**config.mk**
```make
export PLATFORM = sky130hd
export DESIGN_NAME = alu_txn_monitor
export DESIGN_NICKNAME = d
export VERILOG_FILES = /design/src/rtl/alu_txn_monitor.sv
export SDC_FILE = /design/constraint.sdc
export NUM_CORES = 1
export LEC_CHECK = 0
export BUFFER_PORTS_ARGS = -buffer_cell sky130_fd_sc_hd__buf_2
export CAP_MARGIN = 20
export CORE_MARGIN = 5
export CORE_UTILIZATION = 45
export CTS_CLUSTER_SIZE = 40
export DETAILED_ROUTE_END_ITERATION = 8
export GPL_ROUTABILITY_DRIVEN = 0
export PLACE_DENSITY_LB_ADDON = 0.08
export RECOVER_POWER = 100
export SLEW_MARGIN = 20
export SYNTH_ARGS = -nofsm -noshare
export SYNTH_HDL_FRONTEND = slang
export SYNTH_SLANG_ARGS = --single-unit
```
**constraint.sdc**
```tcl
create_clock -name clk_i -period 9.75 [get_ports clk_i]
set_clock_uncertainty 0.15 [all_clocks]
set_input_delay 0 -clock clk_i [delete_from_list [all_inputs] [get_ports clk_i]]
set_output_delay 0 -clock clk_i [all_outputs]
set_load 0.01 [all_outputs]
```
**src/rtl/alu_txn_monitor.sv**
```systemverilog
// Passive ALU command/response monitor: pairs each command with its result and queues it in a FWFT FIFO.
// Optional reference-model checking is compiled in when ALU_MON_CHECK_EN is defined.
module alu_txn_monitor #(
  parameter int DEPTH   = 8,
  parameter int TIMEOUT = 32
) (
  input  logic        clk_i,
  input  logic        reset_i,
  input  logic [7:0]  A_s,
  input  logic [7:0]  B_s,
  input  logic [2:0]  op_s,
  input  logic        start,
  input  logic        done,
  input  logic [15:0] res_o,
  input  logic        rd_en_i,
  output logic        rd_valid_o,
  output logic [34:0] rd_data_o,
  output logic [6:0]  count_o,
  output logic        busy_o,
  output logic        overflow_o,
  output logic        timeout_o,
  output logic        stray_o,
  output logic        mismatch_o
);

  localparam int PW = (DEPTH > 1) ? $clog2(DEPTH) : 1;

  typedef enum logic {S_IDLE, S_WAIT} state_t;

  state_t          r_state;
  logic            r_start_q;
  logic [7:0]      r_timer;
  logic [7:0]      r_a;
  logic [7:0]      r_b;
  logic [2:0]      r_op;
  logic [34:0]     r_mem [DEPTH];
  logic [PW-1:0]   r_wr_ptr;
  logic [PW-1:0]   r_rd_ptr;
  logic [6:0]      r_count;
  logic            r_busy;
  logic            r_ovf;
  logic            r_to;
  logic            r_stray;

  logic            w_capture;
  logic            w_timed_out;
  logic            w_done_ok;
  logic            w_full;
  logic            w_pop;
  logic            w_push;
  logic            w_drop;
  logic [34:0]     w_record;

  assign w_capture   = start && !r_start_q && (op_s != 3'b000);
  // Timeout takes precedence over a done arriving on the same edge.
  assign w_timed_out = (r_state == S_WAIT) && (r_timer == 8'(TIMEOUT));
  assign w_done_ok   = (r_state == S_WAIT) && !w_timed_out && done;
  assign w_full      = (r_count == 7'(DEPTH));
  assign w_pop       = rd_en_i && (r_count != 7'd0);
  assign w_push      = w_done_ok && (!w_full || w_pop);
  assign w_drop      = w_done_ok && w_full && !w_pop;
  assign w_record    = {r_op, r_a, r_b, res_o};

  always_ff @(posedge clk_i or posedge reset_i) begin
    if (reset_i) begin
      r_state   <= S_IDLE;
      r_start_q <= 1'b0;
      r_timer   <= 8'd0;
      r_busy    <= 1'b0;
      r_ovf     <= 1'b0;
      r_to      <= 1'b0;
      r_stray   <= 1'b0;
      r_wr_ptr  <= '0;
      r_rd_ptr  <= '0;
      r_count   <= 7'd0;
    end else begin
      r_start_q <= start;
      case (r_state)
        S_IDLE: begin
          if (w_capture) begin
            r_state <= S_WAIT;
            r_timer <= 8'd0;
            r_busy  <= 1'b1;
          end else if (done) begin
            r_stray <= 1'b1;
          end
        end
        S_WAIT: begin
          if (w_timed_out) begin
            r_to    <= 1'b1;
            r_state <= S_IDLE;
            r_busy  <= 1'b0;
          end else if (done) begin
            r_state <= S_IDLE;
            r_busy  <= 1'b0;
          end else begin
            r_timer <= r_timer + 8'd1;
          end
        end
        default: begin
          r_state <= S_IDLE;
          r_busy  <= 1'b0;
        end
      endcase

      if (w_push) r_wr_ptr <= r_wr_ptr + PW'(1);
      if (w_pop)  r_rd_ptr <= r_rd_ptr + PW'(1);
      case ({w_push, w_pop})
        2'b10:   r_count <= r_count + 7'd1;
        2'b01:   r_count <= r_count - 7'd1;
        default: r_count <= r_count;
      endcase
      if (w_drop) r_ovf <= 1'b1;
    end
  end

  // Command operands and FIFO storage carry no reset; validity is tracked by state and count.
  always_ff @(posedge clk_i) begin
    if ((r_state == S_IDLE) && w_capture) begin
      r_a  <= A_s;
      r_b  <= B_s;
      r_op <= op_s;
    end
    if (w_push) r_mem[r_wr_ptr] <= w_record;
  end

  assign rd_valid_o = (r_count != 7'd0);
  assign rd_data_o  = rd_valid_o ? r_mem[r_rd_ptr] : 35'd0;
  assign count_o    = r_count;
  assign busy_o     = r_busy;
  assign overflow_o = r_ovf;
  assign timeout_o  = r_to;
  assign stray_o    = r_stray;

`ifdef ALU_MON_CHECK_EN
  logic r_mm;
  logic w_checked;

  function automatic logic [15:0] ref_result(input logic [2:0] op, input logic [7:0] a,
                                             input logic [7:0] b);
    case (op)
      3'b001:  ref_result = {8'h00, a} + {8'h00, b};
      3'b010:  ref_result = {8'h00, a & b};
      3'b011:  ref_result = {8'h00, a ^ b};
      3'b100:  ref_result = 16'(a) * 16'(b);
      default: ref_result = 16'h0000;
    endcase
  endfunction

  assign w_checked = (r_op >= 3'd1) && (r_op <= 3'd4);

  always_ff @(posedge clk_i or posedge reset_i) begin
    if (reset_i) begin
      r_mm <= 1'b0;
    end else if (w_done_ok && w_checked && (ref_result(r_op, r_a, r_b) != res_o)) begin
      r_mm <= 1'b1;
    end
  end

  assign mismatch_o = r_mm;
`else
  assign mismatch_o = 1'b0;
`endif

endmodule

```
==> results of run 1 <==
## area by class of cell
cell class,instances,area share
Timing Repair Buffer,139,0.05475
Clock inverter,17,0.01180
Clock buffer,44,0.06389
Tap cell,378,0.03140
Inverter,7,0.001745
Multi-Input combinational cell,271,0.1948
Sequential cell,326,0.6416
## layer usage
| metal | vias to the layer above | wire length (um) | global-route usage |
|---|---|---|---|
| met5 | - | 7 | 0 |
| met4 | 2 | 419 | 0.04029 |
| met3 | 38 | 1083 | 0.03095 |
| met2 | 126 | 12430 | 0.2687 |
| met1 | 3264 | 11650 | 0.2331 |
| li1 | 2844 | - | - |
## worst max-delay path: stages (launching register included)
cell	delay [ns]
sky130_fd_sc_hd__dfrtp_1	0.46
sky130_fd_sc_hd__nor4_1	0.54
sky130_fd_sc_hd__and2_0	1.98
sky130_fd_sc_hd__inv_1	0.34
sky130_fd_sc_hd__nand3_1	0.30
sky130_fd_sc_hd__inv_1	0.17
sky130_fd_sc_hd__fa_1	0.44
sky130_fd_sc_hd__a211oi_1	0.31
sky130_fd_sc_hd__o21bai_1	0.13
sky130_fd_sc_hd__a21oi_1	0.19
sky130_fd_sc_hd__mux2i_1	0.23
sky130_fd_sc_hd__xor2_1	0.16
## registers in the layout (all words and copies together) (netlist names)
name and cells:
busy_o 1, overflow_o 1, r_mem 280, r_rd_ptr 3, r_b 8, count_o 7
r_a 8, r_start_q 1, r_op 3, stray_o 1, timeout_o 1, r_state 1
r_wr_ptr 3, r_timer 8
## kinds of logic (layout without fill, tap and decap cells)
family	Yosys count	count (layout)	synth area share
other cells	1	1	0.0002935
simple gates	103	103	0.03927
flops	326	326	0.7557
fa+ha+maj	10	10	0.01038
xor+xnor	16	16	0.01097
mux	107	107	0.1525
compound gates	34	34	0.01841
buf+inv	35	207	0.01253
## through the flow
stage	setup slack (ns)	cell area (um2)	hold WS, ns	std cells	utilization
2_1_floorplan	5.306	12780	-0.1186	632	-
3_5_place_dp	5.921	13700	-0.02879	1080	0.4905
4_1_cts	5.910	15240	0.03039	1181	0.5457
6_report	4.273	15060	0.05373	1182	0.5391
3_3_place_gp	6.031	13700	-0.02896	1080	0.4905
5_1_grt	3.613	15060	0.02990	1182	0.5391
## report_power, final
part           switching, mW  total (mW)  internal (mW)
logic                  0.539        1.04          0.502
clock network          0.504        1.31          0.801
registers              0.138        1.76           1.62
total                   1.18        4.10           2.92
## cells in the mapped netlist, types with 2 or more instances
library cell / n / area [um2]
sky130_fd_sc_hd__nand3_1: 2 / 10.01
sky130_fd_sc_hd__edfxtp_1: 299 / 8979
sky130_fd_sc_hd__xor2_1: 9 / 78.83
sky130_fd_sc_hd__or4_1: 2 / 15.01
sky130_fd_sc_hd__inv_1: 6 / 22.52
sky130_fd_sc_hd__o221ai_1: 2 / 17.52
sky130_fd_sc_hd__nor2b_1: 2 / 12.51
sky130_fd_sc_hd__a21oi_1: 8 / 40.04
sky130_fd_sc_hd__o21bai_1: 2 / 15.01
sky130_fd_sc_hd__ha_1: 9 / 112.6
sky130_fd_sc_hd__nand4_1: 2 / 12.51
sky130_fd_sc_hd__nand2_1: 19 / 71.32
sky130_fd_sc_hd__nor3_1: 5 / 25.02
sky130_fd_sc_hd__a31o_2: 2 / 17.52
sky130_fd_sc_hd__a211oi_1: 2 / 15.01
sky130_fd_sc_hd__mux4_2: 70 / 1577
sky130_fd_sc_hd__buf_1: 3 / 11.26
sky130_fd_sc_hd__o211ai_1: 2 / 15.01
sky130_fd_sc_hd__clkbuf_1: 11 / 41.29
sky130_fd_sc_hd__xnor2_1: 7 / 61.31
sky130_fd_sc_hd__a22o_1: 3 / 26.28
sky130_fd_sc_hd__mux2i_1: 36 / 360.4
sky130_fd_sc_hd__buf_2: 11 / 55.05
sky130_fd_sc_hd__nor2_1: 54 / 202.7
sky130_fd_sc_hd__and2_1: 2 / 12.51
sky130_fd_sc_hd__o21ai_0: 6 / 30.03
sky130_fd_sc_hd__dfrtp_1: 27 / 675.7
sky130_fd_sc_hd__nand2b_1: 4 / 25.02
sky130_fd_sc_hd__a21o_1: 2 / 15.01
sky130_fd_sc_hd__nand2_2: 2 / 12.51
sky130_fd_sc_hd__buf_4: 2 / 15.01
## worst max path at each step
stage                                 from                     end  cells after the start
finish              count_o[0]$_DFFE_PP0P_  count_o[6]$_DFFE_PP0P_                     11
global route        count_o[0]$_DFFE_PP0P_  count_o[6]$_DFFE_PP0P_                     11
CTS                 count_o[0]$_DFFE_PP0P_  count_o[6]$_DFFE_PP0P_                     11
detailed placement  count_o[0]$_DFFE_PP0P_  count_o[6]$_DFFE_PP0P_                     11
global placement    count_o[0]$_DFFE_PP0P_  count_o[6]$_DFFE_PP0P_                     11
floorplan           r_timer[0]$_DFFE_PP0P_   r_mem[0][0]$_DFFE_PP_                      7
==> impl_metrics.ini, run 1 <==
[status]
outcome = finished, violations left
failed_checks = capacitance limit, slew limit

[synthesis]
synth_cell_types = 50
ys_async_sr_fraction = 0.08282
count_of_flip_flops_with_a_built_in_enable_after_synthesis = 299
synth_cells = 632
yosys_warnings = 0
ys.flop_type = sky130_fd_sc_hd__edfxtp_1
synth_seq_area_share = 0.7557
postSynthAreaPerCell_um2 = 20.22
ys_ff_latch = 326
post_synthesis_instance_area_um2 = 12780
postSynthNetCount = 682

[global_routing]
grt_pass1_wl_um = 39880
grt_util_all_layers = 0.1649
grt_pass1_vias = 6887
overflow = 0
grt_start_max_net_pins = 73
grt_antenna_before_repair = 1

[clock_tree]
postCtsHoldBufs = 40
tritoncts = yes
tritoncts.num_buffers = 35
clock_pin_slew_reported_for_the_worst_setup_and_hold_paths_after_clock_tree_synthesis_ns = 0.06
h_tree_level_count = 2
number_of_sinks_driven_by_the_clock_tree = 326
cts_post_setup_buffers_inserted = 0
buffer_type_at_the_clock_tree_root = sky130_fd_sc_hd__clkbuf_16
clock_insertion_delay_worst_skew_ns = 0.50
clk_path_buf_depth = 3
ctsResizeCount = 0

[worst_setup_path]
maximum_fanout_along_the_worst_path = 37
start_kind = flop
worst_setup_path_end_kind = flop
critPathKind = reg -> reg
worstPathRequired_ns = 10.02
crit-reg2reg-capture = count_o[6]$_DFFE_PP0P_
worst-r2r-cell-count = 11
worst_ep_arrival_time_ns = 5.75
r2r_start = count_o[0]$_DFFE_PP0P_
timing.reg2reg.setup_slack_ns = 4.27

[timing]
setup_total_neg_slack_ns = 0
fmaxAchievable_ghz = 0.1826
min_period_over_period = 0.5618
grt_setup_unrepaired = no
headroom_to_the_max_slew_limit = -0.7318
finalMaxSlewViolations = 301
max_slew.worst_pin.slew_ns = 2.596
hold_viol = 0
period_needed_ns = 5.477
final-setup-viol-count = 0

[floorplanning]
dieHeight_um = 178.5
placement_rows = 61
fp.coreArea_um2 = 27930
floorplan.initialDensity = 0.4574
io-pin-count = 88
die_area_um2 = 31860
die_width_um = 178.5

[cells_and_area]
register_area_um2 = 9663
syn2layout_area_growth_pct = 17.88
multi_input_area_um2 = 2934
final_common_cell = sky130_fd_sc_hd__edfxtp_1
fillCellCount = 2335
drive_above_1_share = 0.1828
most_frequent_cells_in_the_layout = sky130_fd_sc_hd__edfxtp_1, sky130_fd_sc_hd__clkbuf_1, sky130_fd_sc_hd__mux4_2
ant_diodes = 0
num-nets-final = 830

[drt]
drcViolationCount = 0
route.detailed.wl_per_inst_um = 21.65
detailedRoute.firstPassIterationCount = 4
via_count = 6274
drtIter0Drc = 405
wirelength_um = 25600
mean_number_of_vias_per_cell = 5.308
final_antenna_net_count = 0

[power]
fin_total_pwr_mw = 4.102
power.static_leakage_nw = 5.056
vdd_ir_drop_max_uv = 144.7
p_per_area_nw_per_um2 = 272.4

[run]
cap_viol_max_count = 11

[min_path]
hold_end = r_a[6]$_DFFE_PP_
number_of_cells_on_the_worst_hold_path = 2
min-delay-start = A_s[6]
hp-class = in -> reg

[placement]
placed_wire_length_estimate_um = 13920
placement.io_buffers = 86
No activity file was read; power rests on OpenSTA's default activity.
==> inputs of run 2 (changes only) <==
- clock period: 9.75 -> 5.6 ns (I/O delays scaled with it)
==> impl_metrics.ini, run 2 (same netlist as run 1, synthesis figures left out) <==
[placement]
dpl_cell_area_um2 = 13770
place_ws_ns = 1.810
placement.io_buffers = 86
numPlacedInstances = 1082
placed_wire_length_estimate_um = 14540

[status]
failed_checks = capacitance limit, slew limit
outcome = finished, violations left

[worst_setup_path]
maximum_fanout_along_the_worst_path = 21
worst-r2r-cell-count = 8
worstPathRequired_ns = 5.58
critPathKind = reg -> reg
worst_ep_arrival_time_ns = 4.38
worst_setup_path_end_kind = flop
start_kind = flop

[clock_tree]
clock_insertion_delay_worst_skew_ns = 0.51
buffer_type_at_the_clock_tree_root = sky130_fd_sc_hd__clkbuf_16
clk_path_buf_depth = 3
number_of_sinks_driven_by_the_clock_tree = 326
tritoncts = yes
clock_pin_slew_reported_for_the_worst_setup_and_hold_paths_after_clock_tree_synthesis_ns = 0.06
h_tree_level_count = 2
cts_post_setup_buffers_inserted = 0
ctsResizeCount = 0
postCtsHoldBufs = 40
tritoncts.num_buffers = 35

[drt]
mean_number_of_vias_per_cell = 5.299
wirelength_um = 25310
drtIter0Drc = 385
final_antenna_net_count = 0
via_count = 6285
drcViolationCount = 0
route.detailed.wl_per_inst_um = 21.34
detailedRoute.firstPassIterationCount = 4

[timing]
min_period_over_period = 0.7856
finalMaxSlewViolations = 205
hold_viol = 0
setup_total_neg_slack_ns = 0
headroom_to_the_max_slew_limit = -0.3320
hold_ws_ns = 0.04008
fmaxAchievable_ghz = 0.2273
final_worst_setup_slack_ns = 1.200
period_needed_ns = 4.400
final-setup-viol-count = 0
grt_setup_unrepaired = no
max_slew.worst_pin.slew_ns = 1.998

[cells_and_area]
largest_register_ff_count = 280
postLayoutCellArea_um2 = 15170
drive_above_1_share = 0.2017
num-nets-final = 832
ant_diodes = 0
syn2layout_area_growth_pct = 18.75
fin_cells = 1186
top_register = r_mem
final_common_cell = sky130_fd_sc_hd__edfxtp_1
most_frequent_cells_in_the_layout = sky130_fd_sc_hd__edfxtp_1, sky130_fd_sc_hd__clkbuf_1, sky130_fd_sc_hd__mux4_2

[power]
power.static_leakage_nw = 5.138
p_per_area_nw_per_um2 = 474.9
vdd_ir_drop_max_uv = 198.3

[floorplanning]
die_width_um = 178.5
fp.coreArea_um2 = 27930
placement_rows = 61
io-pin-count = 88
floorplan.initialDensity = 0.4574
dieHeight_um = 178.5
die_area_um2 = 31860

[global_routing]
grt_pass1_vias = 6932
grt_util_all_layers = 0.1668
grt_pass1_wl_um = 40030
grt_antenna_before_repair = 1
grt_start_max_net_pins = 73
overflow = 0

[run]
cap_viol_max_count = 10

[min_path]
hp-class = in -> reg
number_of_cells_on_the_worst_hold_path = 2
==> run 2: cell count changes in the layout (fill, tap and decap cells not counted), moves of 2 or more <==
cell / change
sky130_fd_sc_hd__clkbuf_2: +2
sky130_fd_sc_hd__buf_2: +5
sky130_fd_sc_hd__buf_12: +4
sky130_fd_sc_hd__clkinv_1: -2
sky130_fd_sc_hd__clkinv_2: +3
sky130_fd_sc_hd__clkbuf_1: -11
==> run 2: area by class of cell <==
cell class / instances / area, um2
Timing Repair Buffer: 141 / 909.6
Tap cell: 378 / 473.0
Inverter: 7 / 26.28
Fill cell: 2250 / 12760
Multi-Input combinational cell: 271 / 2934
Clock buffer: 43 / 937.1
Clock inverter: 20 / 232.7
Sequential cell: 326 / 9659
==> run 2: worst max-delay path, stage by stage (launching register included) <==
cell and delay, ns:
sky130_fd_sc_hd__dfrtp_1 0.42, sky130_fd_sc_hd__inv_1 0.10, sky130_fd_sc_hd__ha_1 0.19, sky130_fd_sc_hd__and4bb_1 0.23, sky130_fd_sc_hd__a21o_1 0.30, sky130_fd_sc_hd__a21oi_1 0.32
sky130_fd_sc_hd__nand2_1 0.17, sky130_fd_sc_hd__nor2_1 1.32, sky130_fd_sc_hd__clkbuf_2 0.80
==> run 2: final timing paths <==
check | startpoint | end | slack, ns
hold reg to reg | stray_o$_DFFE_PP0P_ | stray_o$_DFFE_PP0P_ | 0.30
setup reg to reg | r_timer[0]$_DFFE_PP0P_ | r_mem[3][34]$_DFFE_PP_ | 1.20
hold / removal | B_s[6] | r_b[6]$_DFFE_PP_ | 0.04
max in group asynchronous | reset_i | r_rd_ptr[1]$_DFFE_PP0P_ | 4.37
min in group asynchronous | reset_i | count_o[2]$_DFFE_PP0P_ | 0.16
setup / recovery | r_timer[0]$_DFFE_PP0P_ | r_mem[3][34]$_DFFE_PP_ | 1.20
==> run 2: power breakdown <==
group	internal, mW	switching (mW)
sequential	2.81	0.226
combinational	0.891	0.958
clock	1.42	0.896
total	5.13	2.08
==> run 2: per-stage QoR <==
stage               utilization  power [mW]
finish                   0.5431       7.206
global route             0.5431       7.621
CTS                      0.5491       7.409
detailed placement       0.4929       5.047
global placement         0.4900       5.015
floorplan                     -       4.378
==> run 2: metal layers <==
| metal | track usage | share of wire | vias to the layer above |
|---|---|---|---|
| li1 | - | - | 2845 |
| met4 | 0.04253 | 0.014 | 2 |
| met5 | 0 | 0.00051 | - |
| met2 | 0.2848 | 0.51 | 140 |
| met1 | 0.2234 | 0.43 | 3266 |
| met3 | 0.03031 | 0.045 | 32 |
==> inputs of run 3 (changes only) <==
- ABC_AREA: default -> 1
- clock period: 5.6 -> 4.1 ns (I/O delays scaled with it)
==> impl_metrics.ini, run 3 <==
[status]
outcome = finished, violations left
failed_checks = capacitance limit, slew limit

[worst_setup_path]
critPathKind = reg -> reg
timing.critical_path.max_delay_family = simple AND/OR/NAND/NOR gates
worstPathRequired_ns = 4.07
worst_path_max_delay_cell = sky130_fd_sc_hd__clkbuf_2
crit_buf_inv = 3
worst_ep_arrival_time_ns = 3.45
cp_peak_stage_delay_ns = 0.74
worst_setup_path_end_kind = flop
start_kind = flop
maximum_fanout_along_the_worst_path = 26
worst_path_cell_trace = inv_1 > ha_1 > nand2_1 > nor2_1 > nand3_1 > nand3_1 > nor2_1 > clkinv_1 > or2_0 > nor2_4 > clkbuf_2

[cells_and_area]
register_area_um2 = 9659
drive_above_1_share = 0.1058
fillCellCount = 2482
fin_cells = 1547
syn2layout_area_growth_pct = 17.06
most_frequent_cells_in_the_layout = sky130_fd_sc_hd__edfxtp_1, sky130_fd_sc_hd__nor2_1, sky130_fd_sc_hd__o21ai_0
top_register = r_mem
final_common_cell = sky130_fd_sc_hd__edfxtp_1
layout_utilization = 0.5340
num-nets-final = 1189
ant_diodes = 0
largest_register_ff_count = 280
multi_input_area_um2 = 3038

[clock_tree]
number_of_sinks_driven_by_the_clock_tree = 326
h_tree_level_count = 2
buffer_type_at_the_clock_tree_root = sky130_fd_sc_hd__clkbuf_16
clock_pin_slew_reported_for_the_worst_setup_and_hold_paths_after_clock_tree_synthesis_ns = 0.06
tritoncts = yes
clock_insertion_delay_worst_skew_ns = 0.51
clk_path_buf_depth = 3
cts_post_setup_buffers_inserted = 0
ctsResizeCount = 0
tritoncts.num_buffers = 35

[run]
cap_viol_max_count = 1

[synthesis]
ys_async_sr_fraction = 0.08282
count_of_flip_flops_with_a_built_in_enable_after_synthesis = 299
yosys_warnings = 0
yosys.area.top_type = sky130_fd_sc_hd__edfxtp_1
postSynthAreaPerCell_um2 = 12.93
synth_largest_type_area_fraction = 0.6839
post_synthesis_instance_area_um2 = 13130
ys.flop_type = sky130_fd_sc_hd__edfxtp_1
postSynthNetCount = 1065
yosys-top-cells-area = sky130_fd_sc_hd__edfxtp_1, sky130_fd_sc_hd__nor2_1, sky130_fd_sc_hd__dfrtp_1
netlist_top_cells_count = sky130_fd_sc_hd__edfxtp_1, sky130_fd_sc_hd__nor2_1, sky130_fd_sc_hd__o21ai_0
synth_cell_types = 37
post-synth-top-count-cell = sky130_fd_sc_hd__edfxtp_1
synth_cells = 1015
synth_seq_area_share = 0.7354
ys_ff_latch = 326

[drt]
via_count = 8053
drcViolationCount = 0
final_antenna_net_count = 0
mean_number_of_vias_per_cell = 5.206
drtIter0Drc = 526
route.detailed.wl_per_inst_um = 18.44
detailedRoute.firstPassIterationCount = 5
wirelength_um = 28530

[timing]
hold_viol = 0
grt_setup_unrepaired = no
headroom_to_the_max_slew_limit = -0.2103
min_period_over_period = 0.8479
final-setup-viol-count = 0
finalMaxSlewViolations = 102
fmaxAchievable_ghz = 0.2877
max_slew.worst_pin.slew_ns = 1.815
period_needed_ns = 3.476
setup_total_neg_slack_ns = 0

[floorplanning]
dieHeight_um = 180.8
die_width_um = 180.8
placement_rows = 62
fp.coreArea_um2 = 28780
die_area_um2 = 32690
floorplan.initialDensity = 0.4561
io-pin-count = 88

[power]
vdd_ir_drop_max_uv = 345.3
power.static_leakage_nw = 5.315
p_per_area_nw_per_um2 = 673.5

[global_routing]
grt_antenna_before_repair = 0
grt_util_all_layers = 0.1738
grt_pass1_wl_um = 45750
overflow = 0
grt_start_max_net_pins = 102
grt_pass1_vias = 8132

[min_path]
hp-class = in -> reg

[placement]
placed_wire_length_estimate_um = 15840
numPlacedInstances = 1446
placement.io_buffers = 86
run 3: cell count changes after synthesis, sizes merged, moves of 4 or more:
cell / before / now
nor2: 54 / 304
clkbuf: 11 / 27
nand2: 21 / 51
xnor2: 7 / 1
nand3: 3 / 19
nand2b: 4 / 0
buf: 17 / 30
inv: 7 / 32
o21ai: 7 / 115
mux2i: 36 / 0
o32ai: 0 / 70
mux4: 70 / 0
run 3: layout make-up:
class	count	share of cell area
timing repair buffer	144	0.05911
clock inverter	22	0.01604
clock buffer	39	0.05936
sequential	326	0.6286
multi-input combinational	600	0.1977
inverter	32	0.007979
tap	384	0.03127
run 3: repair_timing:
| item | CTS | global route |
|---|---|---|
| endpoints found under the setup margin | 0 | 0 |
| hold buffers | 40 | 0 |
| hold endpoints to repair | 196 | 0 |
run 3: worst reg2reg max path: stages, from the launching register on:
cell	delay, ns
sky130_fd_sc_hd__dfrtp_1	0.37
sky130_fd_sc_hd__inv_1	0.08
sky130_fd_sc_hd__ha_1	0.19
sky130_fd_sc_hd__nand2_1	0.06
sky130_fd_sc_hd__nor2_1	0.03
sky130_fd_sc_hd__nand3_1	0.10
sky130_fd_sc_hd__nand3_1	0.14
sky130_fd_sc_hd__nor2_1	0.31
sky130_fd_sc_hd__clkinv_1	0.13
sky130_fd_sc_hd__or2_0	0.43
sky130_fd_sc_hd__nor2_4	0.36
sky130_fd_sc_hd__clkbuf_2	0.75
run 3: cells by family (layout without fill, tap and decap cells):
family | Yosys count | count (layout) | share of synthesized area
buffers and inverters | 89 | 237 | 0.03326
XOR/XNOR | 8 | 8 | 0.005338
flip-flops | 326 | 326 | 0.7354
AO/OA/AOI/OAI | 197 | 197 | 0.09598
adder cells (fa/ha/maj) | 10 | 10 | 0.01010
AND/OR/NAND/NOR | 384 | 384 | 0.1196
other | 1 | 1 | 0.0002857
run 3: worst paths after layout:
kind                       depth (start not counted)                   start  slack, ns                       to
max in group asynchronous                          5                 reset_i       1.79  r_rd_ptr[0]$_DFFE_PP0P_
min reg2reg                                        1     stray_o$_DFFE_PP0P_       0.32      stray_o$_DFFE_PP0P_
max reg2reg                                       11  r_timer[0]$_DFFE_PP0P_       0.62   r_mem[6][32]$_DFFE_PP_
min in group asynchronous                          5                 reset_i       0.95   count_o[4]$_DFFE_PP0P_
min                                                2                  A_s[5]       0.05         r_a[5]$_DFFE_PP_
max                                               11  r_timer[0]$_DFFE_PP0P_       0.62   r_mem[6][32]$_DFFE_PP_
run 3: metal layers:
metal | GRT usage | vias to the layer above | wire length [um] | part of all wire
met5 | 0 | - | 0 | 0
met4 | 0.03811 | 0 | 366 | 0.013
met3 | 0.02876 | 34 | 1289 | 0.045
met2 | 0.2803 | 161 | 13250 | 0.46
met1 | 0.2513 | 3928 | 13630 | 0.48
li1 | - | 3930 | - | -
run 3: report_power, final:
part	switching, mW	internal, mW
Sequential	0.331	3.84
Clock	1.25	1.92
Combinational	1.96	1.06
run 3: stage by stage:
step,total power [mW],instance area (um2),worst slack [ns],hold WS [ns]
floorplan,6.327,13130,0.8903,-0.1186
global placement,7.338,13940,1.279,-0.06120
detailed placement,7.361,13940,1.253,-0.05672
CTS,10.57,15500,0.8025,0.002052
global route,11.00,15370,0.3178,0.02729
finish,10.35,15370,0.6236,0.04611
